### config.mk
export PLATFORM = sky130hd
export DESIGN_NAME = cp2_mac_unit_flat
export DESIGN_NICKNAME = d
export VERILOG_FILES = /design/src/rtl/cp2_mac_unit_if.sv /design/src/rtl/cp2_mac_unit.sv /design/src/flat_wrapper.sv
export SDC_FILE = /design/constraint.sdc
export NUM_CORES = 1
export LEC_CHECK = 0
export CORE_AREA = 5 5 179 181
export CTS_CLUSTER_SIZE = 28
export DETAILED_ROUTE_END_ITERATION = 6
export DIE_AREA = 0 0 184 186
export PLACE_DENSITY_LB_ADDON = 0.1
export RECOVER_POWER = 100
export SKIP_LAST_GASP = 1
export SLEW_MARGIN = 30
export SYNTH_ARGS = -nofsm -noshare
export SYNTH_HDL_FRONTEND = slang
export SYNTH_SLANG_ARGS = --single-unit
### constraint.sdc
create_clock -name clk -period 6.65 [get_ports clk]
set_clock_uncertainty 0.1 [all_clocks]
set_input_delay 0.9975 -clock clk [delete_from_list [all_inputs] [get_ports clk]]
set_output_delay 0.9975 -clock clk [all_outputs]
set_load 0.02 [all_outputs]
### src/rtl/cp2_mac_unit_if.sv
// CP2 transfer bus between the MEM stage (master) and the CP2 MAC responder (slave).
// Carries the ts/as/fs commands and the forwarding/status signals returned by CP2.
interface cp2_mac_unit_if #(
    parameter int FIFO_DEPTH = 4
);
    localparam int CW = $clog2(FIFO_DEPTH) + 1;

    logic          mem_en;
    logic          stall;
    logic          mem_cp2_ts_0;
    logic          mem_cp2_as_0;
    logic          mem_cp2_fs_0;
    logic [31:0]   mem_cp2_wr_data;
    logic          cp_irenable_0;
    logic [31:0]   cp2_fdata_0;
    logic          cp2_busy;
    logic          cp2_irq;
    logic [CW-1:0] cp2_count;
    logic          cp2_ovf;
    logic          cp2_err;

    modport master (
        output mem_en, stall, mem_cp2_ts_0, mem_cp2_as_0, mem_cp2_fs_0,
        output mem_cp2_wr_data, cp_irenable_0,
        input  cp2_fdata_0, cp2_busy, cp2_irq, cp2_count, cp2_ovf, cp2_err
    );

    modport slave (
        input  mem_en, stall, mem_cp2_ts_0, mem_cp2_as_0, mem_cp2_fs_0,
        input  mem_cp2_wr_data, cp_irenable_0,
        output cp2_fdata_0, cp2_busy, cp2_irq, cp2_count, cp2_ovf, cp2_err
    );
endinterface

### src/rtl/cp2_mac_unit.sv
// CP2 responder: operand FIFO fed by ts pushes, iterative shift-add 32x32 MAC
// started by as commands, accumulator forwarded to the ID stage via cp2_fdata_0.
module cp2_mac_unit #(
    parameter int FIFO_DEPTH = 4,
    parameter int MUL_CYCLES = 32
) (
    input  logic          clk,
    input  logic          reset,
    cp2_mac_unit_if.slave cp2
);
    localparam int PW = $clog2(FIFO_DEPTH);
    localparam int CW = PW + 1;
    localparam int IW = (MUL_CYCLES > 1) ? $clog2(MUL_CYCLES) : 1;

    localparam logic [PW-1:0] PTR_ONE    = PW'(1);
    localparam logic [PW-1:0] PTR_TWO    = PW'(2);
    localparam logic [CW-1:0] CNT_ONE    = CW'(1);
    localparam logic [CW-1:0] CNT_TWO    = CW'(2);
    localparam logic [CW-1:0] CNT_FULL   = CW'(FIFO_DEPTH);
    localparam logic [IW-1:0] ITER_ONE   = IW'(1);
    localparam logic [IW-1:0] ITER_LAST  = IW'(MUL_CYCLES - 1);

    typedef enum logic [1:0] {
        ST_IDLE = 2'd0,
        ST_MUL  = 2'd1,
        ST_ACC  = 2'd2
    } state_t;

    state_t        state_r;
    state_t        state_next_s;

    logic [31:0]   mem_r [FIFO_DEPTH];
    logic [PW-1:0] wptr_r;
    logic [PW-1:0] rptr_r;
    logic [CW-1:0] count_r;
    logic [31:0]   acc_r;
    logic [31:0]   product_r;
    logic [31:0]   a_sh_r;
    logic [31:0]   b_sh_r;
    logic [IW-1:0] iter_r;
    logic          ovf_r;
    logic          err_r;
    logic          irq_r;

    logic          busy_s;
    logic          cmd_ok_s;
    logic          as_ok_s;
    logic          ts_ok_s;
    logic          push_s;
    logic          ovf_set_s;
    logic          mac_start_s;
    logic          err_set_s;
    logic          acc_clr_s;
    logic          flush_s;
    logic          acc_load_s;
    logic [31:0]   partial_s;

    // busy only ever blocks as/fs; ts is accepted whatever the FSM is doing
    assign busy_s    = cp2.mem_en & (cp2.mem_cp2_as_0 | cp2.mem_cp2_fs_0) & (state_r != ST_IDLE);
    assign cmd_ok_s  = cp2.mem_en & ~cp2.stall & ~busy_s;
    assign as_ok_s   = cmd_ok_s & cp2.mem_cp2_as_0;
    assign ts_ok_s   = cmd_ok_s & ~cp2.mem_cp2_as_0 & cp2.mem_cp2_ts_0;
    assign push_s    = ts_ok_s & (count_r < CNT_FULL);
    assign ovf_set_s = ts_ok_s & (count_r >= CNT_FULL);
    assign partial_s = b_sh_r[0] ? a_sh_r : 32'd0;

    // FSM state register
    always_ff @(posedge clk) begin
        if (reset) begin
            state_r <= ST_IDLE;
        end else begin
            state_r <= state_next_s;
        end
    end

    // FSM next-state and command decode
    always_comb begin
        state_next_s = state_r;
        mac_start_s  = 1'b0;
        err_set_s    = 1'b0;
        acc_clr_s    = 1'b0;
        flush_s      = 1'b0;
        acc_load_s   = 1'b0;
        case (state_r)
            ST_IDLE: begin
                if (as_ok_s) begin
                    case (cp2.mem_cp2_wr_data[1:0])
                        2'b00: begin
                            if (count_r >= CNT_TWO) begin
                                mac_start_s  = 1'b1;
                                state_next_s = ST_MUL;
                            end else begin
                                err_set_s    = 1'b1;
                            end
                        end
                        2'b01:   acc_clr_s = 1'b1;
                        2'b10:   flush_s   = 1'b1;
                        default: state_next_s = ST_IDLE;
                    endcase
                end else begin
                    state_next_s = ST_IDLE;
                end
            end
            ST_MUL: begin
                if (iter_r == ITER_LAST) begin
                    state_next_s = ST_ACC;
                end else begin
                    state_next_s = ST_MUL;
                end
            end
            ST_ACC: begin
                acc_load_s   = 1'b1;
                state_next_s = ST_IDLE;
            end
            default: state_next_s = ST_IDLE;
        endcase
    end

    // Operand storage; contents need no reset because count gates every read
    always_ff @(posedge clk) begin
        if (push_s) begin
            mem_r[wptr_r] <= cp2.mem_cp2_wr_data;
        end
    end

    // FIFO pointers, occupancy and sticky flags
    always_ff @(posedge clk) begin
        if (reset) begin
            wptr_r  <= '0;
            rptr_r  <= '0;
            count_r <= '0;
            ovf_r   <= 1'b0;
            err_r   <= 1'b0;
        end else if (flush_s) begin
            wptr_r  <= '0;
            rptr_r  <= '0;
            count_r <= '0;
            ovf_r   <= 1'b0;
            err_r   <= 1'b0;
        end else begin
            if (push_s) begin
                wptr_r  <= wptr_r + PTR_ONE;
                count_r <= count_r + CNT_ONE;
            end else if (mac_start_s) begin
                rptr_r  <= rptr_r + PTR_TWO;
                count_r <= count_r - CNT_TWO;
            end
            if (ovf_set_s) begin
                ovf_r <= 1'b1;
            end
            if (err_set_s) begin
                err_r <= 1'b1;
            end
        end
    end

    // Shift-add multiplier: A shifts left and B right, so b_sh_r[0] is B[i] and a_sh_r is A<<i
    always_ff @(posedge clk) begin
        if (reset) begin
            a_sh_r    <= 32'd0;
            b_sh_r    <= 32'd0;
            product_r <= 32'd0;
            iter_r    <= '0;
        end else if (mac_start_s) begin
            a_sh_r    <= mem_r[rptr_r];
            b_sh_r    <= mem_r[rptr_r + PTR_ONE];
            product_r <= 32'd0;
            iter_r    <= '0;
        end else if (state_r == ST_MUL) begin
            a_sh_r    <= {a_sh_r[30:0], 1'b0};
            b_sh_r    <= {1'b0, b_sh_r[31:1]};
            product_r <= product_r + partial_s;
            iter_r    <= iter_r + ITER_ONE;
        end
    end

    // Accumulator and done pulse
    always_ff @(posedge clk) begin
        if (reset) begin
            acc_r <= 32'd0;
            irq_r <= 1'b0;
        end else begin
            irq_r <= acc_load_s & cp2.cp_irenable_0;
            if (acc_clr_s) begin
                acc_r <= 32'd0;
            end else if (acc_load_s) begin
                acc_r <= acc_r + product_r;
            end
        end
    end

    assign cp2.cp2_fdata_0 = acc_r;
    assign cp2.cp2_busy    = busy_s;
    assign cp2.cp2_irq     = irq_r;
    assign cp2.cp2_count   = count_r;
    assign cp2.cp2_ovf     = ovf_r;
    assign cp2.cp2_err     = err_r;
endmodule

### src/flat_wrapper.sv
// flat-port wrapper written by rule: the top's interface ports become plain ports
module cp2_mac_unit_flat 
#(
    parameter int FIFO_DEPTH = 4,
    parameter int MUL_CYCLES = 32
)
  (clk, reset, cp2_mem_en, cp2_stall, cp2_mem_cp2_ts_0, cp2_mem_cp2_as_0, cp2_mem_cp2_fs_0, cp2_mem_cp2_wr_data, cp2_cp_irenable_0, cp2_cp2_fdata_0, cp2_cp2_busy, cp2_cp2_irq, cp2_cp2_count, cp2_cp2_ovf, cp2_cp2_err);
  cp2_mac_unit_if #(.FIFO_DEPTH(FIFO_DEPTH)) cp2_i ();
  input  logic clk;
  input  logic reset;
  input wire logic [$bits(cp2_i.mem_en)-1:0] cp2_mem_en;
  input wire logic [$bits(cp2_i.stall)-1:0] cp2_stall;
  input wire logic [$bits(cp2_i.mem_cp2_ts_0)-1:0] cp2_mem_cp2_ts_0;
  input wire logic [$bits(cp2_i.mem_cp2_as_0)-1:0] cp2_mem_cp2_as_0;
  input wire logic [$bits(cp2_i.mem_cp2_fs_0)-1:0] cp2_mem_cp2_fs_0;
  input wire logic [$bits(cp2_i.mem_cp2_wr_data)-1:0] cp2_mem_cp2_wr_data;
  input wire logic [$bits(cp2_i.cp_irenable_0)-1:0] cp2_cp_irenable_0;
  output wire logic [$bits(cp2_i.cp2_fdata_0)-1:0] cp2_cp2_fdata_0;
  output wire logic [$bits(cp2_i.cp2_busy)-1:0] cp2_cp2_busy;
  output wire logic [$bits(cp2_i.cp2_irq)-1:0] cp2_cp2_irq;
  output wire logic [$bits(cp2_i.cp2_count)-1:0] cp2_cp2_count;
  output wire logic [$bits(cp2_i.cp2_ovf)-1:0] cp2_cp2_ovf;
  output wire logic [$bits(cp2_i.cp2_err)-1:0] cp2_cp2_err;
  assign cp2_i.mem_en = cp2_mem_en;
  assign cp2_i.stall = cp2_stall;
  assign cp2_i.mem_cp2_ts_0 = cp2_mem_cp2_ts_0;
  assign cp2_i.mem_cp2_as_0 = cp2_mem_cp2_as_0;
  assign cp2_i.mem_cp2_fs_0 = cp2_mem_cp2_fs_0;
  assign cp2_i.mem_cp2_wr_data = cp2_mem_cp2_wr_data;
  assign cp2_i.cp_irenable_0 = cp2_cp_irenable_0;
  assign cp2_cp2_fdata_0 = cp2_i.cp2_fdata_0;
  assign cp2_cp2_busy = cp2_i.cp2_busy;
  assign cp2_cp2_irq = cp2_i.cp2_irq;
  assign cp2_cp2_count = cp2_i.cp2_count;
  assign cp2_cp2_ovf = cp2_i.cp2_ovf;
  assign cp2_cp2_err = cp2_i.cp2_err;
  cp2_mac_unit #(.FIFO_DEPTH(FIFO_DEPTH), .MUL_CYCLES(MUL_CYCLES)) u_core (.clk(clk), .reset(reset), .cp2(cp2_i));
endmodule
# After elaboration in Yosys (flattened, before gate mapping)
# Memory sizes are Yosys's and may differ from the RTL's. A register that Yosys moved wholly into a read port is not among the register bits.
# Cells that the tools add are included.
[word_totals] regBits=145 ramBits=128 inputBits=40 out_inout_bits=39 word_cells=88 memories=1
[memory_table] name="u_core.mem_r" words=4 word_bits=32 read_ports=2 rd_clocked_by_memory_dff=1 wr=1 line_no="cp2_mac_unit.sv:32" source="logic [31:0] mem_r [FIFO_DEPTH];"
[classes] add_sub_neg=8 magnitude_cmp=3 eq_ne=7 mux=31 n_bitwise=15 reduce_logical=11
[ops] op="$mux W32" count=5
[ops] op="$add A32 B32 Y32" count=2
[ops] op="$mux W1" count=17
[ops] op="$and A1 B1 Y1" count=10
[ops] op="$mux W2" count=5
[ops] op="$pmux W2 S2" count=2
[ops] op="$reduce_or A2 Y1" count=4
[ops] op="$mux W3" count=2
[ops] op="$reduce_bool A2 Y1" count=3
[ops] op="$add A5 B1 Y5 const B" count=1
[ops] op="$eq A5 B5 Y1 const B" count=1
[ops] op="$add A2 B1 Y2 const B" count=2
[ops] op="$eq A2 B1 Y1 const B" count=2
[ops] op="$eq A2 B2 Y1 const B" count=2
[ops] op="$logic_not A2 Y1" count=2
[ops] op="$ne A4 B4 Y1 const B" count=1
[ops] op="$not A1 Y1" count=4
[ops] op="$reduce_and A2 Y1" count=2
[ops] op="$add A3 B1 Y3 const B" count=1
[ops] op="$ge A3 B2 Y1 const B" count=1
[ops] op="$ge A3 B3 Y1 const B" count=1
[ops] op="$lt A3 B3 Y1 const B" count=1
[ops] op="$ne A3 B3 Y1 const B" count=1
[ops] op="$sub A3 B2 Y3 const B" count=1
[ops] op="other kinds (2)" count=2

# Longest topological paths before layout
[logic_depth] depth_word=12 mapped_depth=14 ltp_nobuf=13

# Worst setup path after synthesis
# No wires, ideal clock.
[synth_timing] path_kind="reg2reg" from="register u_core.acc_r[8] (netlist: u_core.cp2.cp2_fdata_0[8])" to="register u_core.acc_r[31] (netlist: u_core.cp2.cp2_fdata_0[31])" setup_time_ps=70 arrival_time_ps=3161 t_required_ps=6480 path_slack_ps=3318 stages_incl_launch_ff=12 path_buffers=0 synth_period_minus_slack_ps=3332 cell_sequence="dfxtp_1 ha_1 nand3_2 or4_4 or3b_4 a21oi_2 o21ai_2 o31a_1 a211o_1 o21a_1 or3_1 a21oi_1"
[synth_between] elab_chain_len=1
[synth_lines] item="from (decl)" line_no="cp2_mac_unit.sv:36" source="logic [31:0] acc_r;"
[synth_lines] item="from (signal assigned)" line_no="cp2_mac_unit.sv:187" source="acc_r <= acc_r + product_r;"
[synth_lines] item="$add A32 B32 Y32" line_no="cp2_mac_unit.sv:187"
# Every way passes these cells.
# A chain may end at the register's enable or synchronous reset.

# Final worst setup path
[layout_timing] from="input reset" to="register u_core.acc_r[17] (netlist: u_core.cp2.cp2_fdata_0[17])"
[layout_between] elab_chain_len=1
[layout_lines] item="from (decl)" line_no="flat_wrapper.sv:10" source="input logic reset;"
[layout_lines] item="$reduce_or A2 Y1 (no line)"
# Every way passes these cells.

==> results.py <==
metrics = {
    "setup_path": {
        "path_class": "input port to flop",
        "crit_path_start_kind": "input port",
        "path_max_fanout": 72,
        "critPathCaptureType": "flop",
        "critical_path_arrival_ps": 4680,
        "r2r_start": "u_core.product_r[0]$_SDFFE_PP0N_",
        "required_ps": 6990,
        "r2r_end": "u_core.cp2.cp2_fdata_0[28]$_SDFFE_PP0N_",
        "reg2reg_depth": 12,
        "reg2reg_slack_ps": 2940,
    },
    "synth": {
        "synth_top_cell_by_area": "edfxtp_1",
        "synth_flop_cell": "dfxtp_1",
        "yosys_warnings": 0,
        "synthCells": 1349,
        "async_flop_share_pct": 0,
        "yosys.cell_count.top_type": "nand2_1",
        "synth_common_cells": "nand2_1 (186), dfxtp_1 (145), edfxtp_1 (128)",
        "synth_top_area_share_pct": 28.79,
        "seq_area_frac_synth_pct": 50.53,
        "synth_nets": 1464,
        "ys_types": 55,
        "synth_edf_count": 128,
        "netlist_area_sq_mm": 0.01335,
        "synth_area_leaders": "edfxtp_1 (29%), dfxtp_1 (22%), ha_1 (6.8%), nand2_1 (5.2%), a21oi_1 (4.4%)",
        "ys_ff_latch": 273,
        "synth.avg_cell_area_sq_um": 9.896,
    },
    "hold_path": {
        "hp-start": "u_core.iter_r[4]$_SDFFE_PP0N_",
        "hold_depth": 2,
        "hold_path.class": "flop to flop",
        "min_to": "u_core.iter_r[4]$_SDFFE_PP0N_",
    },
    "clocking": {
        "htree_levels": 1,
        "cts-root-buf": "clkbuf_16",
        "cts.sinks": 273,
        "cts_setup_buffers": 0,
        "clkTransAtPathRegs_ps": 60,
        "cts_hold_buf": 0,
        "clockBufferDepth": 3,
        "cts_buffers": 30,
        "cts-resized-gates": 0,
        "insertion_delay_ps": 570,
        "cts_tree": "yes",
    },
    "route": {
        "drc_errors": 0,
        "vias": 9848,
        "dr.pass1.iters": 5,
        "viasPerCell": 5.405,
        "wl_per_cell_microns": 16.06,
        "drt_iter0_drc": 511,
        "drt_wl_total_mm": 29.26,
        "postRouteAntennaNets": 0,
    },
    "sta": {
        "fin_crit_sh_pct": 65.25,
        "drv_slew": 205,
        "finalSetupTns_ps": 0,
        "post-route-min-period_ps": 4339,
        "max_slew_margin_pct": -130.3,
        "worstMarginPinSlew_ps": 3454,
        "rsz0062_at_grt": "no",
        "hold_violations": 0,
        "setup_viol": 0,
        "max_freq_mhz": 230.5,
    },
    "floorplanning": {
        "num_rows": 64,
        "initial_utilization_pct": 44.11,
        "io_pins": 79,
        "die_area_sq_mm": 0.03422,
        "die_w_microns": 184,
        "core_sq_mm": 0.03027,
        "die_h_microns": 186,
    },
    "global_route": {
        "grtUsageTotal_pct": 17.19,
        "met3_usage_pct": 2.795,
        "grt_use_met1_pct": 23.63,
        "overflow": 0,
        "grt_pass1_vias": 9470,
        "grt_pass1_wl_mm": 48.76,
        "grt_max_degree": 100,
        "antenna_found_initial": 2,
        "use_met2_pct": 29.35,
        "grt.busiest_layer": "met2",
    },
    "finish": {
        "final_area_sq_mm": 0.01554,
        "drive_gt1_share_pct": 5.610,
        "antennaDiodeCount": 0,
        "area_growth_pct": 16.42,
        "nets": 1517,
    },
    "outcome": {
        "status": "finished, violations left",
        "violations": "capacitance limit, slew limit",
    },
    "power_and_ir_drop": {
        "ir_worst_vdd_v": 0.0002138,
        "p_leak_nw": 5.742,
        "power_density_mw_per_mm2": 232.2,
        "power_w": 0.003608,
    },
    "placement": {
        "dpl_cell_area_sq_mm": 0.01449,
        "port_buffers": 78,
        "dp_hpwl_mm": 19.47,
        "place_congestion": 0.8102,
    },
    "job": {
        "max-cap-violations": 5,
    },
}
==> registers in the layout, indices dropped and copies added (netlist names), 2 cells and up, named ones only <==
register / count
u_core.a_sh_r: 32
u_core.wptr_r: 2
u_core.state_r: 2
u_core.cp2.cp2_fdata_0: 32
u_core.mem_r: 128
u_core.b_sh_r: 32
u_core.product_r: 32
u_core.iter_r: 5
u_core.cp2.cp2_count: 3
==> metrics by stage <==
step	hold slack, ps	util [%]	std cells	worst slack [ps]
after floorplan	340.0	-	1349	3318
after global placement	345.2	47.86	1766	2905
after detailed placement	352.9	47.88	1766	2965
after CTS	362.0	51.42	1822	2902
after global routing	383.5	51.35	1822	1912
final	360.5	51.35	1822	2311
==> worst max-delay path: stages <==
cell	delay (ps)
buf_2	80
clkbuf_1	2400
a21oi_1	540
and3_1	420
mux2i_1	130
nand2_1	60
==> final cells by class <==
type | instances | area [sq um]
Inverter | 27 | 101.3
Fill cell | 2772 | 14730
Multi-Input combinational cell | 976 | 6246
Clock inverter | 25 | 306.5
Timing Repair Buffer | 94 | 877.1
Clock buffer | 31 | 764.5
Tap cell | 396 | 495.5
Sequential cell | 273 | 6751
==> power breakdown <==
group | switching, W | leakage, nW | internal (W) | total (W)
Clock | 0.000690 | 0.528 | 0.00107 | 0.00176
Sequential | 0.00000506 | 2.32 | 0.00176 | 0.00177
Combinational | 0.0000497 | 2.89 | 0.0000289 | 0.0000786
Total | 0.000745 | 5.74 | 0.00286 | 0.00361
==> cells in the final DEF (no fill, tap or decap), types with 7 or more instances in the layout <==
master,synthesis,routed
nand3_1,22,22
nor2_1,119,118
clkbuf_16,0,30
o21a_1,10,10
nor2b_1,40,38
o21bai_1,8,8
ha_1,73,73
inv_1,26,26
a21o_1,27,27
dlygate4sd3_1,0,72
nand4_1,8,8
edfxtp_1,128,128
clkinv_2,0,12
buf_4,0,9
xor2_1,17,17
a211oi_1,41,41
o211ai_1,7,7
a311oi_1,31,31
nand2_1,186,186
o21ai_0,44,44
mux2i_1,35,35
nand2b_1,10,9
a221oi_1,33,33
nor3_1,10,10
and3_1,7,7
dfxtp_1,145,143
xnor2_1,39,39
a21oi_1,118,118
and2_1,37,33
==> how the worst max path moves through the flow <==
stage                                                       from                                 endpoint  slack, ps  cells after the start
after floorplan           u_core.cp2.cp2_fdata_0[8]$_SDFFE_PP0N_  u_core.cp2.cp2_fdata_0[31]$_SDFFE_PP0N_       3320                     11
after global placement                    cp2_mem_cp2_wr_data[0]            u_core.b_sh_r[6]$_SDFFE_PP0P_       2910                      9
after detailed placement           u_core.b_sh_r[0]$_SDFFE_PP0P_        u_core.product_r[30]$_SDFFE_PP0N_       2970                     14
after CTS                       u_core.product_r[0]$_SDFFE_PP0N_  u_core.cp2.cp2_fdata_0[28]$_SDFFE_PP0N_       2900                     12
after global routing                                       reset  u_core.cp2.cp2_fdata_0[17]$_SDFFE_PP0N_       1910                      6
final                                                      reset  u_core.cp2.cp2_fdata_0[17]$_SDFFE_PP0N_       2310                      6
==> cells by family (layout without fill, tap and decap cells) <==
kind of cell,count (synthesis),count (layout),share of synthesized area [%]
fa+ha+maj,75,75,7.142
mux,35,35,2.624
flops,273,273,50.53
simple gates,455,455,15.51
xor+xnor,56,56,3.674
buf+inv,100,177,2.812
compound gates,355,355,17.70
==> per-layer routing <==
metal  routed length [microns]  vias up  share of wire, %
li1                          -     5021                 -
met1                     14080     4639                48
met2                     13740      151                47
met3                      1040       33               3.6
met4                       377        4               1.3
met5                        21        -             0.072
Note: power is estimated with default switching activity, not from simulation.
